<file path="config.mk">
export PLATFORM = sky130hd
export DESIGN_NAME = dbus_arbiter_flat
export DESIGN_NICKNAME = d
export VERILOG_FILES = /design/src/rtl/dbus_arbiter_if.sv /design/src/rtl/dbus_arbiter.sv /design/src/flat_wrapper.sv
export SDC_FILE = /design/constraint.sdc
export NUM_CORES = 1
export LEC_CHECK = 0
export CELL_PAD_IN_SITES_DETAIL_PLACEMENT = 0
export CELL_PAD_IN_SITES_GLOBAL_PLACEMENT = 1
export CORE_MARGIN = 4
export CORE_UTILIZATION = 16
export CTS_CLUSTER_DIAMETER = 150
export DETAILED_ROUTE_END_ITERATION = 10
export PLACE_DENSITY_LB_ADDON = 0.1
export SLEW_MARGIN = 25
export SYNTH_ARGS = -nofsm -noshare
export SYNTH_HDL_FRONTEND = slang
export SYNTH_SLANG_ARGS = --single-unit
</file>
<file path="constraint.sdc">
create_clock -name clk -period 3.3 [get_ports clk]
set_clock_uncertainty 0.15 [all_clocks]
set_input_delay 0.66 -clock clk [delete_from_list [all_inputs] [get_ports clk]]
set_output_delay 0.66 -clock clk [all_outputs]
set_load 0.05 [all_outputs]
</file>
<file path="src/rtl/dbus_arbiter_if.sv">
// Data-bus bundle between two masters, the arbiter and its targets.
// Carries both master ports plus the RAM, VRAM and status-register sides.
interface dbus_arbiter_if #(
    parameter int RAM_AW  = 8,
    parameter int VRAM_AW = 12
);
    logic                m0_req;
    logic                m0_we;
    logic [31:0]         m0_addr;
    logic [31:0]         m0_wdata;
    logic [31:0]         m0_rdata;
    logic                m0_ack;
    logic                m1_req;
    logic                m1_we;
    logic [31:0]         m1_addr;
    logic [31:0]         m1_wdata;
    logic [31:0]         m1_rdata;
    logic                m1_ack;
    logic [RAM_AW-1:0]   ram_addr;
    logic [31:0]         ram_wdata;
    logic                ram_we;
    logic [31:0]         ram_rdata;
    logic [VRAM_AW-1:0]  vram_waddr;
    logic [7:0]          vram_wdata;
    logic                vram_we;
    logic [15:0]         status;
    logic                bus_err;

    // Arbiter side: sees master requests and RAM read data.
    modport slave (
        input  m0_req, m0_we, m0_addr, m0_wdata,
        input  m1_req, m1_we, m1_addr, m1_wdata,
        input  ram_rdata,
        output m0_rdata, m0_ack, m1_rdata, m1_ack,
        output ram_addr, ram_wdata, ram_we,
        output vram_waddr, vram_wdata, vram_we,
        output status, bus_err
    );

    // Master/system side: drives requests and RAM read data.
    modport master (
        output m0_req, m0_we, m0_addr, m0_wdata,
        output m1_req, m1_we, m1_addr, m1_wdata,
        output ram_rdata,
        input  m0_rdata, m0_ack, m1_rdata, m1_ack,
        input  ram_addr, ram_wdata, ram_we,
        input  vram_waddr, vram_wdata, vram_we,
        input  status, bus_err
    );
endinterface

</file>
<file path="src/rtl/dbus_arbiter.sv">
// Two-master data-bus arbiter: round-robin grant, address decode,
// write strobes and read-data return for RAM, VRAM and status reg.
module dbus_arbiter #(
    parameter int RAM_AW  = 8,
    parameter int VRAM_AW = 12
) (
    input  logic           clk,
    input  logic           reset,
    dbus_arbiter_if.slave  bus
);
    localparam logic [1:0] S_IDLE   = 2'd0;
    localparam logic [1:0] S_ACCESS = 2'd1;
    localparam logic [1:0] S_RDWAIT = 2'd2;

    logic [1:0]  r_state;
    logic        r_last;
    logic        r_sel;
    logic [15:0] r_status;

    logic        w_busy;
    logic        w_msel;
    logic [31:0] w_addr;
    logic [31:0] w_wdata;
    logic        w_we;
    logic        w_is_ram;
    logic        w_is_vram;
    logic        w_is_io;
    logic        w_unmap;
    logic        w_acc;
    logic        w_rdw;
    logic        w_ack;
    logic [31:0] w_rdata;
    logic        w_g0;
    logic        w_g1;

    // Target outputs follow master 0 while idle, else the granted one.
    assign w_busy  = (r_state != S_IDLE);
    assign w_msel  = w_busy & r_sel;
    assign w_addr  = w_msel ? bus.m1_addr  : bus.m0_addr;
    assign w_wdata = w_msel ? bus.m1_wdata : bus.m0_wdata;
    assign w_we    = w_msel ? bus.m1_we    : bus.m0_we;

    assign w_is_ram  = (w_addr[31:RAM_AW+2] == '0);
    assign w_is_vram = (w_addr[31:16] == 16'hA000);
    assign w_is_io   = (w_addr == 32'hF000_0000);
    assign w_unmap   = ~(w_is_ram | w_is_vram | w_is_io);

    assign w_acc = (r_state == S_ACCESS);
    assign w_rdw = (r_state == S_RDWAIT);

    // RAM reads are the only ACCESS that defers the ack to RDWAIT.
    assign w_ack = (w_acc & ~(w_is_ram & ~w_we)) | w_rdw;

    always_comb begin
        w_rdata = '0;
        unique case (1'b1)
            w_rdw:                     w_rdata = bus.ram_rdata;
            w_acc & w_is_io & ~w_we:   w_rdata = {16'h0000, r_status};
            default:                   w_rdata = '0;
        endcase
    end

    // Round robin: a lone request wins, a tie goes to !last.
    assign w_g1 = bus.m1_req & (~bus.m0_req | ~r_last);
    assign w_g0 = bus.m0_req & ~w_g1;

    assign bus.ram_addr   = w_addr[RAM_AW+1:2];
    assign bus.ram_wdata  = w_wdata;
    assign bus.ram_we     = w_acc & w_is_ram & w_we;
    assign bus.vram_waddr = w_addr[VRAM_AW+1:2];
    assign bus.vram_wdata = w_wdata[7:0];
    assign bus.vram_we    = w_acc & w_is_vram & w_we;
    assign bus.bus_err    = w_acc & w_unmap;
    assign bus.status     = r_status;

    assign bus.m0_ack   = w_ack & ~r_sel;
    assign bus.m1_ack   = w_ack &  r_sel;
    assign bus.m0_rdata = bus.m0_ack ? w_rdata : '0;
    assign bus.m1_rdata = bus.m1_ack ? w_rdata : '0;

    // Grant / access / read-wait sequencing.
    always_ff @(posedge clk or negedge reset) begin
        if (!reset) begin
            r_state <= S_IDLE;
            r_last  <= 1'b1;
            r_sel   <= 1'b0;
        end else begin
            case (r_state)
                S_IDLE: begin
                    if (w_g0 | w_g1) begin
                        r_sel   <= w_g1;
                        r_last  <= w_g1;
                        r_state <= S_ACCESS;
                    end
                end
                S_ACCESS: begin
                    if (w_is_ram & ~w_we) r_state <= S_RDWAIT;
                    else                  r_state <= S_IDLE;
                end
                default: r_state <= S_IDLE;
            endcase
        end
    end

    // Status register write at the edge closing an IO write access.
    always_ff @(posedge clk or negedge reset) begin
        if (!reset) begin
            r_status <= 16'h0000;
        end else if (w_acc & w_is_io & w_we) begin
            r_status <= w_wdata[15:0];
        end
    end
endmodule

</file>
<file path="src/flat_wrapper.sv">
// flat-port wrapper written by rule: the top's interface ports become plain ports
module dbus_arbiter_flat 
#(
    parameter int RAM_AW  = 8,
    parameter int VRAM_AW = 12
)
  (clk, reset, bus_m0_req, bus_m0_we, bus_m0_addr, bus_m0_wdata, bus_m1_req, bus_m1_we, bus_m1_addr, bus_m1_wdata, bus_ram_rdata, bus_m0_rdata, bus_m0_ack, bus_m1_rdata, bus_m1_ack, bus_ram_addr, bus_ram_wdata, bus_ram_we, bus_vram_waddr, bus_vram_wdata, bus_vram_we, bus_status, bus_bus_err);
  dbus_arbiter_if #(.RAM_AW(RAM_AW), .VRAM_AW(VRAM_AW)) bus_i ();
  input  logic clk;
  input  logic reset;
  input wire logic [$bits(bus_i.m0_req)-1:0] bus_m0_req;
  input wire logic [$bits(bus_i.m0_we)-1:0] bus_m0_we;
  input wire logic [$bits(bus_i.m0_addr)-1:0] bus_m0_addr;
  input wire logic [$bits(bus_i.m0_wdata)-1:0] bus_m0_wdata;
  input wire logic [$bits(bus_i.m1_req)-1:0] bus_m1_req;
  input wire logic [$bits(bus_i.m1_we)-1:0] bus_m1_we;
  input wire logic [$bits(bus_i.m1_addr)-1:0] bus_m1_addr;
  input wire logic [$bits(bus_i.m1_wdata)-1:0] bus_m1_wdata;
  input wire logic [$bits(bus_i.ram_rdata)-1:0] bus_ram_rdata;
  output wire logic [$bits(bus_i.m0_rdata)-1:0] bus_m0_rdata;
  output wire logic [$bits(bus_i.m0_ack)-1:0] bus_m0_ack;
  output wire logic [$bits(bus_i.m1_rdata)-1:0] bus_m1_rdata;
  output wire logic [$bits(bus_i.m1_ack)-1:0] bus_m1_ack;
  output wire logic [$bits(bus_i.ram_addr)-1:0] bus_ram_addr;
  output wire logic [$bits(bus_i.ram_wdata)-1:0] bus_ram_wdata;
  output wire logic [$bits(bus_i.ram_we)-1:0] bus_ram_we;
  output wire logic [$bits(bus_i.vram_waddr)-1:0] bus_vram_waddr;
  output wire logic [$bits(bus_i.vram_wdata)-1:0] bus_vram_wdata;
  output wire logic [$bits(bus_i.vram_we)-1:0] bus_vram_we;
  output wire logic [$bits(bus_i.status)-1:0] bus_status;
  output wire logic [$bits(bus_i.bus_err)-1:0] bus_bus_err;
  assign bus_i.m0_req = bus_m0_req;
  assign bus_i.m0_we = bus_m0_we;
  assign bus_i.m0_addr = bus_m0_addr;
  assign bus_i.m0_wdata = bus_m0_wdata;
  assign bus_i.m1_req = bus_m1_req;
  assign bus_i.m1_we = bus_m1_we;
  assign bus_i.m1_addr = bus_m1_addr;
  assign bus_i.m1_wdata = bus_m1_wdata;
  assign bus_i.ram_rdata = bus_ram_rdata;
  assign bus_m0_rdata = bus_i.m0_rdata;
  assign bus_m0_ack = bus_i.m0_ack;
  assign bus_m1_rdata = bus_i.m1_rdata;
  assign bus_m1_ack = bus_i.m1_ack;
  assign bus_ram_addr = bus_i.ram_addr;
  assign bus_ram_wdata = bus_i.ram_wdata;
  assign bus_ram_we = bus_i.ram_we;
  assign bus_vram_waddr = bus_i.vram_waddr;
  assign bus_vram_wdata = bus_i.vram_wdata;
  assign bus_vram_we = bus_i.vram_we;
  assign bus_status = bus_i.status;
  assign bus_bus_err = bus_i.bus_err;
  dbus_arbiter #(.RAM_AW(RAM_AW), .VRAM_AW(VRAM_AW)) u_core (.clk(clk), .reset(reset), .bus(bus_i));
endmodule
</file>
==> results.json <==
{
  "slowest_delay_ps": 330,
  "worstMarginPinSlew_ps": 547,
  "slew-limit-headroom_pct": 63.4,
  "cts-htree-levels": 1,
  "cpMaxStageDelayCell": "a22o_4",
  "ys_types": 37,
  "dp_slack_ps": -526,
  "ys_seq_area_share_pct": 20.1,
  "post-dp-hpwl_um": 12200,
  "wirelength_um": 15500,
  "end_kind": "output pin",
  "synthArstFlopShare_pct": 100,
  "cp_cell_sequence": "buf_6, nor4_4, buf_4, nand4_1, a22o_4, buf_6, o311ai_4, buf_6, buf_12, nor2_4, buf_8",
  "drv_slew": 0,
  "crit_type": "in2out",
  "synth.yosys.warnings": 0,
  "yosysTopAreaCellShare_pct": 21.1,
  "cp_common_cell": "buf_6",
  "n_antenna_cell": 0,
  "drt-pass1-iter-count": 4,
  "ys_seq_elements": 20,
  "final_layout_size_suffix_gt1_share_pct": 41.9,
  "min_period_ps": 3420,
  "crit_fanout": 6,
  "period_share_pct": 104,
  "ios": 311,
  "fmax_mhz": 293,
  "setup_slack_ps": -118,
  "drt_iter0_markers": 83,
  "violations": "setup timing",
  "portBuffers": 310,
  "grt_max_degree": 45,
  "synth_common_cells": "140 x nand2_1, 39 x nor2_1, 32 x and2_1",
  "die_area_um2": 17600,
  "leakage_nw": 3.34,
  "grt_pass1_vias": 4146,
  "synthTopCellsByArea": "nand2_1 21%, dfrtp_1 19%, and2_1 8.0%",
  "grt-ovfl-total": 0,
  "vias": 3848,
  "yosys_most_used_dff": "dfrtp_1",
  "start_util_pct": 16.3,
  "fp.dieH_um": 133,
  "fin_setup_tns_ps": -1540,
  "yosysMostFrequentCell": "nand2_1",
  "worstPathRequired_ps": 2490,
  "grt_pass1_wl_um": 23200,
  "fin_nets": 861,
  "clkSlewWorstSetupHoldPaths_ps": 60,
  "min_path_type": "reg2reg",
  "synth-edff-count": 0,
  "fin_util_pct": 49.5,
  "maxCapViolations": 0,
  "syn_to_final_growth_pct": 203,
  "p_total_mw": 2.28,
  "synth_area_leader_cell": "nand2_1",
  "clockBufferDepth": 2,
  "setup_viol": 17,
  "ir_drop_mv": 0.177,
  "antenna_found_initial": 1,
  "cts_buffers": 3,
  "track_usage_pct": 16.4,
  "cp.arrival_ps": 2610,
  "startpoint_type": "input port",
  "ctsHoldBuffers": 0,
  "syn_inst": 369,
  "worst-path-buf-inv": 6,
  "core_area_um2": 15300,
  "worstSkewPairLatency_ps": 250,
  "syn_area_um2": 2490,
  "cts_sinks": 20,
  "hold_viol_final": 0,
  "place_congestion": 0.785,
  "rows": 45,
  "vias_per_cell": 4.25,
  "critical-path-top-delay-family": "buffers and inverters",
  "die_x_um": 133,
  "avgRoutedWirePerCell_um": 17.1,
  "cts_root_buf": "clkbuf_16",
  "rsz0062_at_grt": "yes",
  "status": "complete, but fails checks",
  "power_density_nw_per_um2": 301,
  "synth_nets": 535,
  "ant_nets": 0,
  "post-route-drc-count": 0,
  "cts_tree": "yes",
  "nFillCells": 1444,
  "syn_area_per_cell_um2": 6.75,
  "fin_hold_ws_ps": 341
}
==> power breakdown <==
| part | internal (mW) | switching (mW) | total [mW] |
|---|---|---|---|
| Sequential | 0.256 | 0.0146 | 0.270 |
| Combinational | 0.760 | 0.906 | 1.67 |
| Clock | 0.241 | 0.100 | 0.341 |
| Total | 1.26 | 1.02 | 2.28 |
==> worst paths after layout <==
check	from	endpoint	slack, ps	cells past startpoint
worst max-delay path	bus_m0_addr[25]	bus_m1_rdata[9]	-120	11
worst min-delay path	u_core.r_last	u_core.r_last	340	2
worst max register to register	u_core.r_sel	u_core.bus.status[13]	680	10
worst min register to register	u_core.r_last	u_core.r_last	340	2
max in group asynchronous	reset	u_core.r_last	2110	2
min in group asynchronous	reset	u_core.r_state[0]	610	2
==> worst min-delay path, delay by kind of cell (launching register included) <==
family          cells  cell delay (ps)
flops               1              370
compound gates      1               70
simple gates        1               40
==> registers in the layout, summed over array words and instances (netlist names) <==
register,count
u_core.bus.status,16
u_core.r_last,1
u_core.r_sel,1
u_core.r_state,2
==> per-layer routing <==
metal / vias up / track usage, % / part of all wire [%] / wire length [um]
li1: 1891 / - / - / -
met1: 1750 / 18.4 / 38 / 5890
met2: 197 / 30.3 / 52 / 7980
met3: 8 / 5.82 / 9.6 / 1480
met4: 2 / 2.31 / 0.62 / 96
met5: - / 0 / 0.052 / 8
==> timing repair <==
action | in CTS | in global routing
endpoints found under the hold margin | 0 | 0
buffers inserted | 15 | 5
cloned | 5 | 0
resized for setup | 223 | 58
setup endpoints to repair | 37 | 37
pin swaps | 36 | 32
==> cell type report <==
type / count / area (um2) / area share, %
repair buffers: 361 / 4250 / 56.2
multi-input cells: 307 / 2430 / 32.2
flip-flops and latches: 20 / 502 / 6.64
well taps: 211 / 264 / 3.49
clock buffers: 3 / 75.1 / 0.994
clock inverters: 1 / 30.0 / 0.397
inverters: 2 / 10.0 / 0.132
==> cell families after synthesis <==
family / Yosys count / synth area share, %
AOI/OAI and AO/OA: 30 / 12.4
and+or+nand+nor: 260 / 48.5
muxes: 17 / 9.14
DFF: 20 / 20.1
buffers and inverters: 42 / 9.74
==> through the flow <==
| step | cells | cell area [um2] |
|---|---|---|
| 6_report | 905 | 7560 |
| 5_1_grt | 905 | 7560 |
| 4_1_cts | 907 | 7370 |
| 3_5_place_dp | 884 | 6420 |
| 3_3_place_gp | 884 | 6420 |
| 2_1_floorplan | 369 | 2510 |
==> cells in the final DEF, fill, tap and decap left out, types with 9 or more instances in the layout <==
cell,instances
clkdlybuf4s50_1,122
and3_1,16
a41oi_4,16
buf_8,15
and2_1,32
dfrtp_1,19
buf_12,73
nor2_4,23
mux2_4,10
clkdlybuf4s15_1,9
dlygate4sd2_1,34
buf_6,32
buf_4,63
nor2_2,10
nand2_1,140
No activity file was read; power rests on OpenSTA's default activity.
